$ cat config.mk
export PLATFORM = sky130hd
export DESIGN_NAME = config_sequencer_flat
export DESIGN_NICKNAME = d
export VERILOG_FILES = /design/src/rtl/config_sequencer_if.sv /design/src/rtl/config_sequencer.sv /design/src/flat_wrapper.sv
export SDC_FILE = /design/constraint.sdc
export NUM_CORES = 1
export LEC_CHECK = 0
export BUFFER_PORTS_ARGS = -buffer_cell sky130_fd_sc_hd__buf_2
export CAP_MARGIN = 10
export CORE_MARGIN = 2
export CORE_UTILIZATION = 53
export CTS_BUF_LIST = sky130_fd_sc_hd__clkbuf_2 sky130_fd_sc_hd__clkbuf_4 sky130_fd_sc_hd__clkbuf_8
export DETAILED_ROUTE_END_ITERATION = 10
export GPL_TIMING_DRIVEN = 0
export PLACE_DENSITY = 0.95
export SLEW_MARGIN = 20
export SYNTH_ARGS = -nofsm -noshare
export SYNTH_HDL_FRONTEND = slang
export SYNTH_SLANG_ARGS = --single-unit
$ cat constraint.sdc
create_clock -name clk -period 5.3 [get_ports clk]
set_input_delay 1.06 -clock clk [delete_from_list [all_inputs] [get_ports clk]]
set_output_delay 1.06 -clock clk [all_outputs]
set_load 0.03 [all_outputs]
$ cat src/rtl/config_sequencer_if.sv
// config_sequencer_if: host, bitstream memory and fabric config bus signals of config_sequencer
//    master : sequencer side (drives mem_rd_en/mem_addr, config bus, status)
//    slave  : host/memory/fabric side (drives start, base_addr, num_words, abort, mem_rdata, config_stall)
interface config_sequencer_if #(parameter int MEM_AW = 10);
   logic              start;
   logic [MEM_AW-1:0] base_addr;
   logic [MEM_AW:0]   num_words;
   logic              abort;
   logic              mem_rd_en;
   logic [MEM_AW-1:0] mem_addr;
   logic [63:0]       mem_rdata;
   logic [31:0]       config_addr;
   logic [31:0]       config_data;
   logic              config_valid;
   logic              config_stall;
   logic              busy;
   logic              done;
   logic [MEM_AW:0]   word_count;
   logic [31:0]       checksum;
   modport master (
      input  start, base_addr, num_words, abort, mem_rdata, config_stall,
      output mem_rd_en, mem_addr, config_addr, config_data, config_valid, busy, done, word_count, checksum
   );
   modport slave (
      output start, base_addr, num_words, abort, mem_rdata, config_stall,
      input  mem_rd_en, mem_addr, config_addr, config_data, config_valid, busy, done, word_count, checksum
   );
endinterface

$ cat src/rtl/config_sequencer.sv
// config_sequencer: streams {addr,data} words from bitstream memory onto the fabric config bus
//    clk, reset : clock, synchronous active-high reset
//    bus        : config_sequencer_if.master (start/abort control, memory read port, config bus, status)
//    Optional: define CONFIG_CHECKSUM_EN to build the running XOR checksum; otherwise checksum is 0.
module config_sequencer #(
   parameter int MEM_AW      = 10,
   parameter int HOLD_CYCLES = 1,
   parameter int GAP_CYCLES  = 0
) (
   input logic clk,
   input logic reset,
   config_sequencer_if.master bus
);
   localparam int HW = HOLD_CYCLES > 1 ? $clog2(HOLD_CYCLES) : 1;
   localparam int GW = GAP_CYCLES > 1 ? $clog2(GAP_CYCLES) : 1;
   localparam logic [MEM_AW:0] ONE = 1;
   typedef enum logic [2:0] {IDLE, FETCH, WAIT_DATA, ISSUE, GAP, DONE} state_t;
   state_t            state, nxt;
   logic [MEM_AW-1:0] base;
   logic [MEM_AW:0]   num, wcnt;
   logic [HW-1:0]     hold_cnt;
   logic [GW-1:0]     gap_cnt;
   logic [31:0]       cfg_addr, cfg_data;
   logic              go, accept, gap_end, more;
   assign go      = state == IDLE && bus.start && !bus.abort;
   assign accept  = state == ISSUE && !bus.config_stall && hold_cnt == HW'(HOLD_CYCLES - 1);
   assign gap_end = gap_cnt == GW'(GAP_CYCLES - 1);
   // word count doubles as the read index; in ISSUE it has not yet been bumped for the current word
   assign more    = (state == ISSUE ? wcnt + ONE : wcnt) != num;
   always_comb begin
      nxt = state;
      unique case (state)
         IDLE:      if (go) nxt = bus.num_words == '0 ? DONE : FETCH;
         FETCH:     nxt = WAIT_DATA;
         WAIT_DATA: nxt = ISSUE;
         ISSUE:     if (accept) nxt = GAP_CYCLES > 0 ? GAP : more ? FETCH : DONE;
         GAP:       if (gap_end) nxt = more ? FETCH : DONE;
         DONE:      nxt = IDLE;
         default:   nxt = IDLE;
      endcase
      if (bus.abort && state != IDLE) nxt = IDLE;
   end
   always_ff @(posedge clk) begin
      if (reset) begin
         state    <= IDLE;
         base     <= '0;
         num      <= '0;
         wcnt     <= '0;
         hold_cnt <= '0;
         gap_cnt  <= '0;
         cfg_addr <= '0;
         cfg_data <= '0;
      end else begin
         state <= nxt;
         if (go) begin
            base <= bus.base_addr;
            num  <= bus.num_words;
            wcnt <= '0;
         end
         if (state == WAIT_DATA) begin
            {cfg_addr, cfg_data} <= bus.mem_rdata;
            hold_cnt             <= '0;
         end
         if (state == ISSUE && !bus.config_stall) hold_cnt <= accept ? '0 : hold_cnt + HW'(1);
         // acceptance counts even when abort arrives in the same cycle
         if (accept) begin
            wcnt    <= wcnt + ONE;
            gap_cnt <= '0;
         end
         if (state == GAP) gap_cnt <= gap_cnt + GW'(1);
      end
   end
`ifdef CONFIG_CHECKSUM_EN
   logic [31:0] csum;
   always_ff @(posedge clk) begin
      if (reset || go) csum <= '0;
      else if (accept) csum <= csum ^ cfg_addr ^ cfg_data;
   end
   assign bus.checksum = csum;
`else
   assign bus.checksum = '0;
`endif
   assign bus.mem_rd_en    = state == FETCH;
   assign bus.mem_addr     = state == FETCH ? base + wcnt[MEM_AW-1:0] : '0;
   assign bus.config_valid = state == ISSUE;
   assign bus.config_addr  = cfg_addr;
   assign bus.config_data  = cfg_data;
   assign bus.busy         = state != IDLE;
   assign bus.done         = state == DONE;
   assign bus.word_count   = wcnt;
endmodule

$ cat src/flat_wrapper.sv
// flat-port wrapper written by rule: the top's interface ports become plain ports
module config_sequencer_flat 
#(
   parameter int MEM_AW      = 10,
   parameter int HOLD_CYCLES = 1,
   parameter int GAP_CYCLES  = 0
)
  (clk, reset, bus_start, bus_base_addr, bus_num_words, bus_abort, bus_mem_rdata, bus_config_stall, bus_mem_rd_en, bus_mem_addr, bus_config_addr, bus_config_data, bus_config_valid, bus_busy, bus_done, bus_word_count, bus_checksum);
  config_sequencer_if #(.MEM_AW(MEM_AW)) bus_i ();
  input logic clk;
  input logic reset;
  input wire logic [$bits(bus_i.start)-1:0] bus_start;
  input wire logic [$bits(bus_i.base_addr)-1:0] bus_base_addr;
  input wire logic [$bits(bus_i.num_words)-1:0] bus_num_words;
  input wire logic [$bits(bus_i.abort)-1:0] bus_abort;
  input wire logic [$bits(bus_i.mem_rdata)-1:0] bus_mem_rdata;
  input wire logic [$bits(bus_i.config_stall)-1:0] bus_config_stall;
  output wire logic [$bits(bus_i.mem_rd_en)-1:0] bus_mem_rd_en;
  output wire logic [$bits(bus_i.mem_addr)-1:0] bus_mem_addr;
  output wire logic [$bits(bus_i.config_addr)-1:0] bus_config_addr;
  output wire logic [$bits(bus_i.config_data)-1:0] bus_config_data;
  output wire logic [$bits(bus_i.config_valid)-1:0] bus_config_valid;
  output wire logic [$bits(bus_i.busy)-1:0] bus_busy;
  output wire logic [$bits(bus_i.done)-1:0] bus_done;
  output wire logic [$bits(bus_i.word_count)-1:0] bus_word_count;
  output wire logic [$bits(bus_i.checksum)-1:0] bus_checksum;
  assign bus_i.start = bus_start;
  assign bus_i.base_addr = bus_base_addr;
  assign bus_i.num_words = bus_num_words;
  assign bus_i.abort = bus_abort;
  assign bus_i.mem_rdata = bus_mem_rdata;
  assign bus_i.config_stall = bus_config_stall;
  assign bus_mem_rd_en = bus_i.mem_rd_en;
  assign bus_mem_addr = bus_i.mem_addr;
  assign bus_config_addr = bus_i.config_addr;
  assign bus_config_data = bus_i.config_data;
  assign bus_config_valid = bus_i.config_valid;
  assign bus_busy = bus_i.busy;
  assign bus_done = bus_i.done;
  assign bus_word_count = bus_i.word_count;
  assign bus_checksum = bus_i.checksum;
  config_sequencer #(.MEM_AW(MEM_AW), .HOLD_CYCLES(HOLD_CYCLES), .GAP_CYCLES(GAP_CYCLES)) u_core (.clk(clk), .reset(reset), .bus(bus_i));
endmodule
==> Word-level counts from Yosys, hierarchy flattened <==
Cells that the tools add are included.
{ "classes": {"addsub": 4, "n_mul": 0, "n_div": 0, "magnitude_cmp": 0, "eq_ne": 9, "shifts": 0, "mux": 15, "bitwise": 1, "reduce_logical": 15} }
{ "ops": {"columns": ["op", "n"], "rows": [
  ["11-bit 2-to-1 mux", 3],
  ["3-bit 2-to-1 mux", 5],
  ["3-bit one-hot mux with 5 select lines", 1],
  ["11-bit by 1-bit adder with 11-bit output (second input constant)", 1],
  ["11-bit zero test", 1],
  ["11-bit inequality test", 1],
  ["10-bit adder", 1],
  ["10-bit 2-to-1 mux", 1],
  ["3-bit by 2-bit equality test with 1-bit output (second input constant)", 2],
  ["3-bit equality test (second input constant)", 2],
  ["2-bit by 1-bit inequality test with 1-bit output (second input constant)", 3],
  ["2-bit nonzero test", 3],
  ["1-bit logical AND", 5],
  ["1-bit 2-to-1 mux", 5],
  ["3-bit by 1-bit equality test with 1-bit output (second input constant)", 1],
  ["3-bit zero test", 1],
  ["3-bit AND reduction", 1],
  ["3-bit nonzero test", 1],
  ["1-bit adder (second input constant)", 2],
  ["1-bit zero test", 2],
  ["2-bit OR reduction", 1],
  ["1-bit inverter", 1]
]} }
{ "word_totals": {"ff_bits": 101, "latchBits": 0, "ramBits": 0, "rom_bits": 0, "input_bits": 90, "output_inout_bits": 121, "elab_cells": 52, "n_memories": 0} }

==> Longest topological paths before layout <==
{ "logic_depth": {"depth_word": 6, "depth_mapped": 9, "depth_no_buf": 9} }

==> Worst setup path after synthesis <==
Ideal clock, no wire load.
{ "synth_path": {"path_kind": "reg2out", "start": "reg u_core.wcnt[0], in the netlist u_core.bus.word_count[0]", "end": "out bus_mem_addr[6]", "arrival_ns": 2.564, "required_time_ns": 4.240, "setup_slack_ns": 1.676, "path_stages_with_launch": 10, "n_path_buf": 0, "path_cell_list": "dfxtp_1 > ha_1 > inv_1 > fa_1 > nor2b_1 > o21ai_0 > a21boi_0 > o21a_1 > nor3_1 > nor3_1"} }
{ "synth_between": {"elab_chain_len": 2} }
{ "synth_rtl": {"columns": ["item", "line_no", "text"], "rows": [
  ["from (decl)", "config_sequencer.sv:20", "logic [MEM_AW:0] num, wcnt;"],
  ["from (signal assigned)", "config_sequencer.sv:67", "wcnt <= wcnt + ONE;"],
  ["10-bit adder", "config_sequencer.sv:84", "assign bus.mem_addr = state == FETCH ? base + wcnt[MEM_AW-1:0] : '0;"],
  ["10-bit 2-to-1 mux", "config_sequencer.sv:84", null],
  ["to (decl)", "flat_wrapper.sv:19", "output wire logic [$bits(bus_i.mem_addr)-1:0] bus_mem_addr;"]
]} }
No other way between the ends.

==> Worst setup path in the final report <==
{ "layout_path": {"start": "reg u_core.wcnt[0], in the netlist u_core.bus.word_count[0]", "end": "out bus_mem_addr[8]"} }
The elaborated chain is that of the path after synthesis.

==> load_flow_metrics.sql <==
INSERT INTO impl_metrics (metric_group, metric, value, unit) VALUES
('status', 'run_status', 'finished, final reports clean', ''),
('logic_synthesis', 'ys_types', '51', ''),
('critical_path', 'path_max_fanout', '8', ''),
('finish', 'antenna-diode-count', '0', ''),
('hold_path', 'hold_end', 'u_core.bus.config_data[18]$_SDFFE_PP0P_', ''),
('detailed_routing', 'antenna_left', '0', ''),
('logic_synthesis', 'ys_seq_area_frac', '0.4276', ''),
('hold_path', 'hold-path-cell-count', '2', ''),
('hold_path', 'hp-class', 'reg -> reg', ''),
('power_and_ir_drop', 'power_leakage', '2.860', 'nW'),
('critical_path', 'worst-r2r-cell-count', '8', ''),
('critical_path', 'timing.critical_path.slowest_stage_cell', 'sky130_fd_sc_hd__dfxtp_1', ''),
('finish', 'multi_input_comb_area', '2389', 'µm²'),
('grt', 'grt_start_max_net_pins', '18', ''),
('cts', 'cts.clk_slew.worst_paths', '0.09', 'ns'),
('finish', 'drive_gt1_frac', '0.2888', ''),
('logic_synthesis', 'synthCells', '614', ''),
('detailed_routing', 'route.final.wire_length', '13440', 'µm'),
('critical_path', 'r2r_slack', '2.78', 'ns'),
('critical_path', 'path_cells', 'ha_1 > inv_1 > fa_1 > nor2b_1 > o21ai_0 > a21boi_0 > o21a_1 > o41ai_1 > mux2i_1 > buf_2', ''),
('cts', 'number_of_cts_inserted_buffers', '9', ''),
('detailed_routing', 'route.vias.total', '4989', ''),
('timing', 'final_period_minus_worst_setup_slack', '3.932', 'ns'),
('placed_design', 'gp_congestion', '0.9352', ''),
('timing', 'maxClockFrequency', '0.2543', 'GHz'),
('logic_synthesis', 'yosys-top-cells-count', '183 x sky130_fd_sc_hd__nand2_1, 101 x sky130_fd_sc_hd__dfxtp_1, 100 x sky130_fd_sc_hd__a21oi_1', ''),
('finish', 'layout.filler_cells', '701', ''),
('cts', 'hold_buffers', '0', ''),
('cts', 'clock_tree.root_cell', 'sky130_fd_sc_hd__clkbuf_8', ''),
('die', 'core', '8678', 'µm²'),
('timing', 'drv_slew', '0', ''),
('critical_path', 'category_of_the_most_critical_setup_path', 'reg -> out', ''),
('logic_synthesis', 'yosys.cell_count.top_type', 'sky130_fd_sc_hd__nand2_1', ''),
('critical_path', 'critical_path.endpoint_type', 'output port', ''),
('finish', 'seq_area', '2022', 'µm²'),
('timing', 'worst-slew-pin-transition', '0.6774', 'ns'),
('logic_synthesis', 'yosys.area.top_type_share', '0.4276', ''),
('critical_path', 'worst-endpoint-required', '4.24', 'ns'),
('critical_path', 'critPathMaxStageDelay', '0.59', 'ns'),
('detailed_routing', 'drt_iter0_markers', '290', ''),
('critical_path', 'rr_startpoint', 'u_core.bus.word_count[0]$_SDFFE_PP0P_', ''),
('power_and_ir_drop', 'power.ir.vdd_worst', '0.0001775', 'V'),
('timing', 'setup_clock_skew_after_layout', '0.01586', 'ns'),
('die', 'dieHeight', '98.45', 'µm'),
('die', 'initial_core_util', '0.5448', ''),
('critical_path', 'reg2reg_to', 'u_core.state[2]$_SDFFE_PP0P_', ''),
('finish', 'nets_finish', '934', ''),
('die', 'fp-row-count', '34', ''),
('timing', 'timing.setup.tns', '0', 'ns'),
('cts', 'buffer_depth_of_the_longest_clock_path', '2', ''),
('cts', 'htree_num_levels', '3', ''),
('critical_path', 'timing.critical_path.arrival', '2.87', 'ns'),
('detailed_routing', 'drc', '0', ''),
('placed_design', 'detailed_place_hpwl', '10130', 'µm'),
('cts', 'clk_latency', '0.36', 'ns'),
('cts', 'clkSinkCount', '101', ''),
('grt', 'global_route.usage.total', '0.2689', ''),
('grt', 'antenna_found_initial', '0', ''),
('timing', 'final_min_period_over_clock_period', '0.7419', ''),
('grt', 'via_count_of_the_first_global_routing_pass', '4606', ''),
('logic_synthesis', 'dominantRegCellSynth', 'sky130_fd_sc_hd__dfxtp_1', ''),
('detailed_routing', 'first_pass_iters', '5', ''),
('cts', 'cts_tree', 'done', ''),
('die', 'die_area', '9692', 'µm²'),
('detailed_routing', 'route.detailed.wl_per_inst', '14.21', 'µm'),
('logic_synthesis', 'netlist_area', '4728', 'µm²'),
('detailed_routing', 'route.detailed.vias_per_inst', '5.274', ''),
('finish', 'stdcell_area', '6091', 'µm²'),
('timing', 'holdWs', '0.4548', 'ns'),
('die', 'die_w', '98.45', 'µm'),
('placed_design', 'port-buffer-count', '177', '');
-- kinds of logic after synthesis --
logic type / synth area share
AO/OA/AOI/OAI: 0.1704
XOR/XNOR: 0.03519
adder cells (fa/ha/maj): 0.03070
buffers and inverters: 0.09182
flip-flops: 0.4276
multiplexers: 0.002117
other: 0.0007931
AND/OR/NAND/NOR: 0.2413
-- metal layers --
layer	global-route usage	share of wire	vias to the layer above	routed length, µm
met5	0	0	-	0
met2	0.4642	0.48	272	6493
met4	0.1054	0.028	0	374
met1	0.3291	0.39	2250	5276
met3	0.05674	0.097	35	1299
li1	-	-	2432	-
-- sequential cells by signal (all words and copies together), names as in the netlist --
signal                  flops
u_core.state                3
u_core.base                10
u_core.bus.word_count      11
u_core.num                 11
u_core.gap_cnt              1
u_core.bus.config_data     32
u_core.bus.config_addr     32
u_core.hold_cnt             1
-- worst max-delay path: cells and delay by family, from the launching register on --
kind,cells,cell delay [ns]
and+or+nand+nor,1,0.17
muxes,1,0.18
AOI/OAI and AO/OA,4,0.66
buffers and inverters,2,0.28
DFF,1,0.59
adders and majority gates,2,0.64
-- cells in the final DEF (no fill, tap or decap), drive strengths merged, types with 3 or more instances in the layout --
master and n:
xnor2 8, or3 5, dfxtp 101, a21o 3, nor2 21, nor4b 3
conb 32, o21a 3, clkbuf 38, nand4 3, and2 3, nand3 10
xor2 11, nand2 183, nor4 4, o21ai 15, a311oi 3, a211oi 6
a21oi 101, nand3b 4, ha 10, and3 3, buf 217, inv 12
nor3 12, a31oi 5
-- through the flow --
step                      setup slack (ns)  utilization  total power [mW]
after detailed placement             1.791       0.6759            0.9944
after global placement               1.858       0.6759            0.9907
final                                1.368       0.7018             1.533
after floorplan                      1.676            -            0.9293
after global routing                 1.158       0.7018             1.591
after CTS                            1.412       0.7018             1.531
-- cell type report --
| cell class | count | share of cell area |
|---|---|---|
| multi-input cells | 465 | 0.3922 |
| flip-flops and latches | 101 | 0.3320 |
| repair buffers | 177 | 0.1454 |
| plain buffers | 68 | 0.06430 |
| well taps | 108 | 0.02219 |
| clock buffers | 10 | 0.02157 |
| clock inverters | 6 | 0.01541 |
| inverters | 11 | 0.006984 |
-- worst max-delay path by stage --
stage                                          start              end  slack, ns  cells after the start
6_report       u_core.bus.word_count[0]$_SDFFE_PP0P_  bus_mem_addr[8]       1.37                     10
5_1_grt        u_core.bus.word_count[0]$_SDFFE_PP0P_  bus_mem_addr[8]       1.16                     10
4_1_cts        u_core.bus.word_count[0]$_SDFFE_PP0P_  bus_mem_addr[8]       1.41                     10
3_5_place_dp   u_core.bus.word_count[0]$_SDFFE_PP0P_  bus_mem_addr[8]       1.79                     10
3_3_place_gp   u_core.bus.word_count[0]$_SDFFE_PP0P_  bus_mem_addr[8]       1.86                     10
2_1_floorplan  u_core.bus.word_count[0]$_SDFFE_PP0P_  bus_mem_addr[6]       1.68                      9
-- where the power goes --
group / switching (mW) / internal (mW) / total (mW)
logic: 0.125 / 0.0711 / 0.196
registers: 0.0103 / 0.775 / 0.785
clock network: 0.276 / 0.276 / 0.552
total: 0.411 / 1.12 / 1.53
(Power assumes the default switching activity.)
